`src/rtl/rv32i_mem_stage.sv`:
```
// RV32I memory stage: load/store unit with a req/ack data-memory port,
// byte lanes, load extension, misalignment detection and valid/stall/flush.
module rv32i_mem_stage #(
    parameter int XLEN  = 32,
    parameter int REG_W = 5,
    parameter int BE_W  = XLEN / 8
) (
    input  logic             clk,
    input  logic             reset,
    input  logic             valid_in,
    input  logic             flush,
    input  logic [XLEN-1:0]  pc_in,
    input  logic [XLEN-1:0]  iw_in,
    input  logic [XLEN-1:0]  alu_in,
    input  logic [XLEN-1:0]  rs1_data_in,
    input  logic [XLEN-1:0]  rs2_data_in,
    input  logic [REG_W-1:0] wb_reg_in,
    input  logic             wb_en_in,
    output logic             stall_out,
    output logic             dmem_req,
    output logic             dmem_we,
    output logic [XLEN-1:0]  dmem_addr,
    output logic [BE_W-1:0]  dmem_be,
    output logic [XLEN-1:0]  dmem_wdata,
    input  logic             dmem_ack,
    input  logic [XLEN-1:0]  dmem_rdata,
    output logic             valid_out,
    output logic [XLEN-1:0]  pc_out,
    output logic [XLEN-1:0]  iw_out,
    output logic [XLEN-1:0]  alu_out,
    output logic [XLEN-1:0]  rs1_data_out,
    output logic [XLEN-1:0]  rs2_data_out,
    output logic [REG_W-1:0] wb_reg_out,
    output logic             wb_en_out,
    output logic             misalign_out
);

    if (XLEN != 32) begin : g_xlen_chk
        $error("rv32i_mem_stage supports XLEN=32 only");
    end

    typedef struct packed {
        logic [XLEN-1:0]  pc;
        logic [XLEN-1:0]  iw;
        logic [XLEN-1:0]  alu;
        logic [XLEN-1:0]  rs1;
        logic [XLEN-1:0]  rs2;
        logic [REG_W-1:0] wb_reg;
        logic             wb_en;
    } bundle_t;

    typedef enum logic {IDLE, WAIT} state_t;

    state_t          state_q, state_d;
    logic            kill_q, kill_d;
    bundle_t         cap_q, cap_d;
    bundle_t         out_q, out_d;
    logic            valid_q, valid_d;
    logic            mis_q, mis_d;
    logic            req_q, req_d;
    logic            we_q, we_d;
    logic [XLEN-1:0] addr_q, addr_d;
    logic [BE_W-1:0] be_q, be_d;
    logic [XLEN-1:0] wdata_q, wdata_d;

    bundle_t         in_b;
    logic [2:0]      f3;
    logic            is_load, is_store, is_mem, misalign;
    logic [BE_W-1:0] be_in;
    logic [XLEN-1:0] wd_in;
    logic [2:0]      cap_f3;
    logic [7:0]      ld_b;
    logic [15:0]     ld_h;
    logic [XLEN-1:0] ld_res;
    logic            killed;

    assign in_b = '{pc: pc_in, iw: iw_in, alu: alu_in,
                    rs1: rs1_data_in, rs2: rs2_data_in,
                    wb_reg: wb_reg_in, wb_en: wb_en_in};

    always_comb begin
        f3       = iw_in[14:12];
        is_load  = (iw_in[6:0] == 7'b0000011) &&
                   (f3 inside {3'b000, 3'b001, 3'b010, 3'b100, 3'b101});
        is_store = (iw_in[6:0] == 7'b0100011) &&
                   (f3 inside {3'b000, 3'b001, 3'b010});
        is_mem   = is_load || is_store;
        misalign = is_mem &&
                   (((f3[1:0] == 2'b01) && alu_in[0]) ||
                    ((f3[1:0] == 2'b10) && (alu_in[1:0] != 2'b00)));
        be_in = BE_W'(4'b1111);
        wd_in = rs2_data_in;
        unique case (1'b1)
            (f3[1:0] == 2'b00): begin
                be_in = BE_W'(1) << alu_in[1:0];
                wd_in = {4{rs2_data_in[7:0]}};
            end
            (f3[1:0] == 2'b01): begin
                be_in = alu_in[1] ? BE_W'(4'b1100) : BE_W'(4'b0011);
                wd_in = {2{rs2_data_in[15:0]}};
            end
            default: ;
        endcase
    end

    // Lane select uses the captured address; the upstream copy may change.
    always_comb begin
        cap_f3 = cap_q.iw[14:12];
        ld_b   = dmem_rdata[7:0];
        unique case (cap_q.alu[1:0])
            2'b00: ld_b = dmem_rdata[7:0];
            2'b01: ld_b = dmem_rdata[15:8];
            2'b10: ld_b = dmem_rdata[23:16];
            2'b11: ld_b = dmem_rdata[31:24];
        endcase
        ld_h = cap_q.alu[1] ? dmem_rdata[31:16] : dmem_rdata[15:0];
        unique case (cap_f3)
            3'b000:  ld_res = {{24{ld_b[7]}}, ld_b};
            3'b001:  ld_res = {{16{ld_h[15]}}, ld_h};
            3'b100:  ld_res = {24'b0, ld_b};
            3'b101:  ld_res = {16'b0, ld_h};
            default: ld_res = dmem_rdata;
        endcase
    end

    always_comb begin
        state_d = state_q;
        kill_d  = kill_q;
        cap_d   = cap_q;
        out_d   = out_q;
        valid_d = valid_q;
        mis_d   = mis_q;
        req_d   = req_q;
        we_d    = we_q;
        addr_d  = addr_q;
        be_d    = be_q;
        wdata_d = wdata_q;
        killed  = kill_q || flush;
        unique case (state_q)
            IDLE: begin
                if (flush) begin
                    valid_d     = 1'b0;
                    out_d.wb_en = 1'b0;
                    mis_d       = 1'b0;
                end else if (valid_in && is_mem && !misalign) begin
                    cap_d   = in_b;
                    state_d = WAIT;
                    kill_d  = 1'b0;
                    req_d   = 1'b1;
                    we_d    = is_store;
                    addr_d  = {alu_in[XLEN-1:2], 2'b00};
                    be_d    = be_in;
                    wdata_d = wd_in;
                    valid_d = 1'b0;
                end else if (valid_in) begin
                    out_d       = in_b;
                    out_d.wb_en = wb_en_in && !misalign;
                    mis_d       = misalign;
                    valid_d     = 1'b1;
                end else begin
                    valid_d = 1'b0;
                end
            end
            WAIT: begin
                kill_d = killed;
                if (dmem_ack) begin
                    state_d = IDLE;
                    req_d   = 1'b0;
                    kill_d  = 1'b0;
                    out_d   = cap_q;
                    if (!cap_q.iw[5]) out_d.alu = ld_res;
                    out_d.wb_en = cap_q.wb_en && !killed;
                    valid_d = !killed;
                    mis_d   = 1'b0;
                end
            end
            default: state_d = IDLE;
        endcase
    end

    always_ff @(posedge clk or negedge reset) begin
        if (!reset) begin
            state_q <= IDLE;
            kill_q  <= 1'b0;
            cap_q   <= '0;
            out_q   <= '0;
            valid_q <= 1'b0;
            mis_q   <= 1'b0;
            req_q   <= 1'b0;
            we_q    <= 1'b0;
            addr_q  <= '0;
            be_q    <= '0;
            wdata_q <= '0;
        end else begin
            state_q <= state_d;
            kill_q  <= kill_d;
            cap_q   <= cap_d;
            out_q   <= out_d;
            valid_q <= valid_d;
            mis_q   <= mis_d;
            req_q   <= req_d;
            we_q    <= we_d;
            addr_q  <= addr_d;
            be_q    <= be_d;
            wdata_q <= wdata_d;
        end
    end

    assign stall_out    = (state_q == WAIT);
    assign dmem_req     = req_q;
    assign dmem_we      = we_q;
    assign dmem_addr    = addr_q;
    assign dmem_be      = be_q;
    assign dmem_wdata   = wdata_q;
    assign valid_out    = valid_q;
    assign pc_out       = out_q.pc;
    assign iw_out       = out_q.iw;
    assign alu_out      = out_q.alu;
    assign rs1_data_out = out_q.rs1;
    assign rs2_data_out = out_q.rs2;
    assign wb_reg_out   = out_q.wb_reg;
    assign wb_en_out    = out_q.wb_en;
    assign misalign_out = mis_q;

endmodule

```
`config.mk`:
```
export PLATFORM = sky130hd
export DESIGN_NAME = rv32i_mem_stage
export DESIGN_NICKNAME = d
export VERILOG_FILES = /design/src/rtl/rv32i_mem_stage.sv
export SDC_FILE = /design/constraint.sdc
export NUM_CORES = 1
export LEC_CHECK = 0
export ABC_CLOCK_PERIOD_IN_PS = 2600
export CORE_MARGIN = 1.5
export CORE_UTILIZATION = 39
export CTS_CLUSTER_SIZE = 12
export DETAILED_ROUTE_END_ITERATION = 12
export GPL_TIMING_DRIVEN = 0
export HOLD_SLACK_MARGIN = 0.12
export PLACE_DENSITY = 0.77
export SYNTH_ARGS = -nofsm -noshare
export SYNTH_HDL_FRONTEND = slang
export SYNTH_SLANG_ARGS = --single-unit
```
`constraint.sdc`:
```
create_clock -name clk -period 2.6 [get_ports clk]
set_input_delay 0.39 -clock clk [delete_from_list [all_inputs] [get_ports clk]]
set_output_delay 0.39 -clock clk [all_outputs]
set_load 0.02 [all_outputs]
```
* Word-level counts from Yosys, hierarchy flattened
Cells that the tools add are included.
** Storage, ports and cells
- Bits in registers :: 404
- Input port bits :: 203
- Output and inout bits :: 239
- Word-level logic and storage cells :: 107
** Operators by class
- Eq/ne operators :: 21
- Shifts and indexed selects :: 1
- Mux-type cells :: 34
- Bitwise gates (word level) :: 2
- Reductions and logical operators :: 26
** Operators by type and width (number)
- 2-to-1 mux 166 bit :: 3
- case mux 166 bit (2 select lines) :: 1
- 2-to-1 mux 165 bit :: 1
- case mux 32 bit (4 select lines) :: 1
- case mux 32 bit (2 select lines) :: 1
- 2-to-1 mux 32 bit :: 1
- case mux 8 bit (4 select lines) :: 1
- 2-to-1 mux 1 bit :: 17
- 2-to-1 mux 16 bit :: 1
- equality test 3 bit (second input constant) :: 4
- != test 2 bit (second input constant) :: 5
- case mux 1 bit (2 select lines) :: 5
- logical AND 1 bit :: 9
- AND reduction 3 bit :: 3
- case mux 4 bit (2 select lines) :: 1
- equality test 7 x 2 -> 1 bit (second input constant) :: 1
- equality test 7 x 6 -> 1 bit (second input constant) :: 1
- equality test 2 bit (second input constant) :: 3
- equality test 3 x 1 -> 1 bit (second input constant) :: 2
- logical NOT 3 bit :: 2
- != test 3 bit (second input constant) :: 2
- nonzero test 5 bit :: 1
- equality test 2 x 1 -> 1 bit (second input constant) :: 2
- logical NOT 2 bit :: 2
- other kinds (10) :: 14

* Longest topological paths before layout
- Depth in word-level cells :: 11
- Depth in mapped cells :: 10
- Gate-level depth less buffers :: 5

* Least setup slack after synthesis
No wires, ideal clock.
- Kind :: in2reg
- Start point :: input port iw_in[12]
- End point :: register be_q[0], in the netlist dmem_be[0]
- Library setup time :: 132 ps
- Data arrival time :: 2079 ps
- Required time :: 2468 ps
- Path slack :: 389 ps
- Stages on the path :: 10
- Buffers on the path :: 5
- Cell sequence :: buf_6 > a211o_1 > or3_1 > clkbuf_2 > or3_1 > buf_2 > buf_6 > buf_6 > nand2_1 > o21ai_1
** Between the ends
- Cells in the longest elaborated chain, start to end :: 8
- Elaborated cells on any way between the ends :: 22
- Those cells by class :: eq/ne (6); mux (1); reduce/logical (15)
** RTL lines
- from (decl) :: line 13 : input logic [XLEN-1:0] iw_in,
- equality test 3 x 1 -> 1 bit, or another cell as far along :: line 84, 86
- nonzero test 5 bit / nonzero test 3 bit (equally long branches) :: line 84, 86
- logical AND 1 bit, on equally long branches :: line 83, 85
- logical OR 1 bit :: line 87 : is_mem = is_load || is_store;
- logical AND 1 bit :: line 88 : misalign = is_mem &&
- logical NOT 1 bit :: line 145 : end else if (valid_in && is_mem && !misalign) begin
- logical AND 1 bit :: line 145
- AND reduction 3 bit (no source line)
- to (signal assigned) :: line 192 : be_q <= '0;
- to (signal assigned) :: line 204 : be_q <= be_d;
- to (decl) :: line 63 : logic [BE_W-1:0] be_q, be_d;
Several ways; a longest one is shown, not always the timed one.
A chain may end at the register's enable or synchronous reset.

* Final worst setup path
- Start point :: input port iw_in[5]
- End point :: register wdata_q[30], in the netlist dmem_wdata[30]
** Between the ends
- Cells in the longest elaborated chain, start to end :: 7
- Elaborated cells on any way between the ends :: 10
- Those cells by class :: eq/ne (2); reduce/logical (8)
** RTL lines
- equality test 7 x 2 -> 1 bit / equality test 7 x 6 -> 1 bit (equally long branches) :: line 83, 85
- logical AND 1 bit, on equally long branches :: line 83, 85
- logical OR 1 bit * :: line 87
- logical AND 1 bit :: line 88
- logical NOT 1 bit :: line 145
- logical AND 1 bit * :: line 145
- AND reduction 3 bit (no source line) *
- to (signal assigned) :: line 205 : wdata_q <= wdata_d;
- to (decl) :: line 64 : logic [XLEN-1:0] wdata_q, wdata_d;
Every way passes the cells marked *; elsewhere a longest branch is shown, timed or not.

==> results.cfg <==
[critical_path]
path_delay_family = buffers and inverters
worstSetupPathType = in -> reg
r2r_slack_ps = 130
slowest_delay_ps = 610
crit_fanout = 10
start_kind = primary input
worstReg2RegEnd = alu_out[1]
path_buf_inv = 5
crit_path_cell_trace = clkdlybuf4s50_1 -> o21a_1 -> or3_1 -> clkbuf_2 -> or3_1 -> buf_2 -> buf_6 -> buf_6 -> nand2_1 -> o21ai_1
critPathCaptureType = register
crit_path_top_delay_cell = clkdlybuf4s50_1
arrival_ps = 2940
r2r-start = stall_out
r2r.worst_path.cells = 7
critical_path_required_ps = 3020

[floorplanning]
row_count = 75
core-area_sq_mm = 0.0423
die_y_um = 211
start_util = 0.398
die_w_um = 211
boundaryPins = 442
die-area_sq_mm = 0.0445

[drt]
routedWlPerCell_um = 21.6
vias = 15200
via_per_inst = 5.32
dr.pass1.iters = 5
drc = 0
drt_iter0_drc = 1013
final_antenna_net_count = 0
totalWireLength_um = 61600

[worst_hold_path]
min_to = dmem_be[2]
hold_depth = 4
worstHoldPathType = in -> reg
hp-start = iw_in[12]

[timing]
skew_ps = 11.5
worst_pin_slew_ps = 1090
finalCritPeriodShare = 0.971
rsz0062_at_grt = no
drv_slew = 0
setup_violations = 0
fmax_mhz = 396
slew_headroom = 0.262
period_needed_ps = 2530
hold_viol_final = 0

[placement]
placed_area_sq_mm = 0.0221
dp.cells = 2784
port_buffers = 438
routabilityCongestion = 0.921
hpwlAfterDp_um = 46000

[global_routing]
grt_first_pass_wirelength_um = 92800
grt_antenna_before_repair = 6
grt_pass1_vias = 15600
grt_max_degree = 110
gr-usage-all-layers = 0.276
overflow = 0

[layout]
final_cell_count_no_fill = 2859
regArea_sq_mm = 0.00916
finalNetCount = 2455
syn2layout_area_growth_pct = 39.0
fin_area_sq_mm = 0.0234
drive_above_1_share = 0.0905
multi_input_area_sq_mm = 0.00670
nFillCells = 3701

[clock_tree]
cts_tree = yes
clock_latency_ps = 550
clock_path_buffers = 3
numCtsBuffers = 42
cts.sinks = 366
cts.clk_slew.worst_paths_ps = 60
htree_levels = 2
cts-root-buf = clkbuf_16

[pwr]
power.density_mw_per_mm2 = 655
ir_drop_mv = 0.470
p_leak_nw = 10.6

[synthesis]
syn_inst = 1765
synth_enable_flop_cells = 0
yosysSeqAreaShare = 0.543
synth_top_area_cell = dfrtp_1
synth.distinct_cells = 51
ys.flop_type = dfrtp_1
synth.avg_cell_area_sq_um = 9.55
yosysWarnings = 0
synth_area_leaders = dfrtp_1, nand2_1, mux2i_1
synth-seq-cells = 366
syn_area_sq_mm = 0.0169
yosysTopAreaCellShare = 0.543
synthArstFlopShare = 1.00

[job]
drv_cap = 0

[outcome]
status = completed
==> synthesized netlist by cell type (2+ instances only) <==
cell type and n:
a211o_1 2, a211oi_1 30, a21o_1 2, a21oi_1 27
a221o_1 10, a221oi_1 3, a22o_1 5, a22oi_1 3
a311oi_1 2, a31oi_1 3, and2_1 9, buf_2 37
buf_4 40, buf_6 19, clkbuf_1 64, clkbuf_2 2
dfrtp_1 366, inv_1 21, mux2_2 25, mux2i_1 163
nand2_1 615, nand2b_1 6, nand3_1 6, nand3b_1 3
nor2_1 28, nor2b_1 6, nor3_1 4, o211ai_1 2
o21a_1 3, o21ai_0 194, o21ai_1 15, o21ai_2 6
o22a_1 8, o22ai_1 2, o311ai_0 2, o32ai_1 15
or3_1 3
==> power by group <==
| part | internal (W) | switching [W] | total, W |
|---|---|---|---|
| clock network | 0.00341 | 0.00235 | 0.00577 |
| registers | 0.00621 | 0.000330 | 0.00654 |
| logic | 0.00139 | 0.00164 | 0.00304 |
| total | 0.0110 | 0.00433 | 0.0153 |
==> cell families after synthesis <==
group                  synth area share
AO/OA/AOI/OAI                     0.121
buffers and inverters            0.0610
flip-flops                        0.543
multiplexers                      0.115
other                          0.000222
AND/OR/NAND/NOR                   0.160
==> layout make-up <==
cell class / count / area share
Antenna cell: 5 / 0.000534
Buffer: 161 / 0.0413
Clock buffer: 62 / 0.0519
Clock inverter: 7 / 0.00422
Inverter: 21 / 0.00336
Multi-Input combinational cell: 1217 / 0.286
Sequential cell: 366 / 0.391
Tap cell: 577 / 0.0308
Timing Repair Buffer: 443 / 0.192
==> metal layers <==
metal  GRT usage  part of all wire
met5           0           0.00028
met4       0.135             0.051
met3      0.0607             0.073
met2       0.459              0.48
met1       0.339              0.40
==> tightest hold or removal path, delay by kind of cell <==
kind	cells	cell delay, ps
AOI/OAI and AO/OA	2	180
and+or+nand+nor	1	140
buffers and inverters	1	130
==> per-stage QoR <==
| step | hold slack, ps | setup slack, ps | setup TNS, ps | util | total power, W |
|---|---|---|---|---|---|
| 5_1_grt | 369 | 9.15 | 0 | 0.554 | 0.0159 |
| 2_1_floorplan | 94.4 | 389 | 0 | - | 0.00783 |
| 3_5_place_dp | 350 | -1050 | -182970 | 0.521 | 0.00965 |
| 4_1_cts | 308 | 5.52 | 0 | 0.553 | 0.0154 |
| 3_3_place_gp | 448 | -14760 | -5552670 | 0.519 | 0.00958 |
| 6_report | 342 | 74.7 | 0 | 0.554 | 0.0153 |
==> worst max-delay path by stage <==
stage                   start  slack (ps)  depth (start not counted)               end
floorplan           iw_in[12]         390                         10        dmem_be[0]
global placement        reset      -14760                          1         cap_q[46]
detailed placement   iw_in[2]       -1050                          7  rs1_data_out[26]
CTS                  iw_in[5]           6                          9        pc_out[31]
global route        stall_out           9                          6       alu_out[29]
finish               iw_in[5]          70                         10    dmem_wdata[30]
==> timing repair <==
item,CTS,global route
pin swaps,1,0
gates resized for setup,7,13
endpoints found under the setup margin,156,163
hold endpoints to repair,55,0
setup buffers,1,0
hold buffers,1,0
==> state kept, by name, indices dropped and copies added (netlist names) <==
register / count
rs1_data_out: 32
pc_out: 32
dmem_wdata: 24
wb_en_out: 1
dmem_req: 1
alu_out: 32
cap_f3: 3
cap_q: 163
iw_out: 32
wb_reg_out: 5
dmem_be: 4
rs2_data_out: 32
valid_out: 1
dmem_we: 1
kill_q: 1
stall_out: 1
misalign_out: 1
==> cell usage in the layout, fill, tap and decap left out, drive strengths merged, types with 9 or more instances in the layout <==
cell type | synthesis | routed
a211oi | 30 | 30
a21oi | 27 | 27
a221o | 10 | 10
and2 | 9 | 9
buf | 96 | 99
clkbuf | 66 | 129
clkdlybuf4s50 | 0 | 437
dfrtp | 366 | 366
inv | 21 | 21
mux2 | 25 | 25
mux2i | 163 | 163
nand2 | 615 | 615
nor2 | 28 | 28
o21ai | 215 | 215
o32ai | 15 | 15
Power figures use the tool's default switching activity.
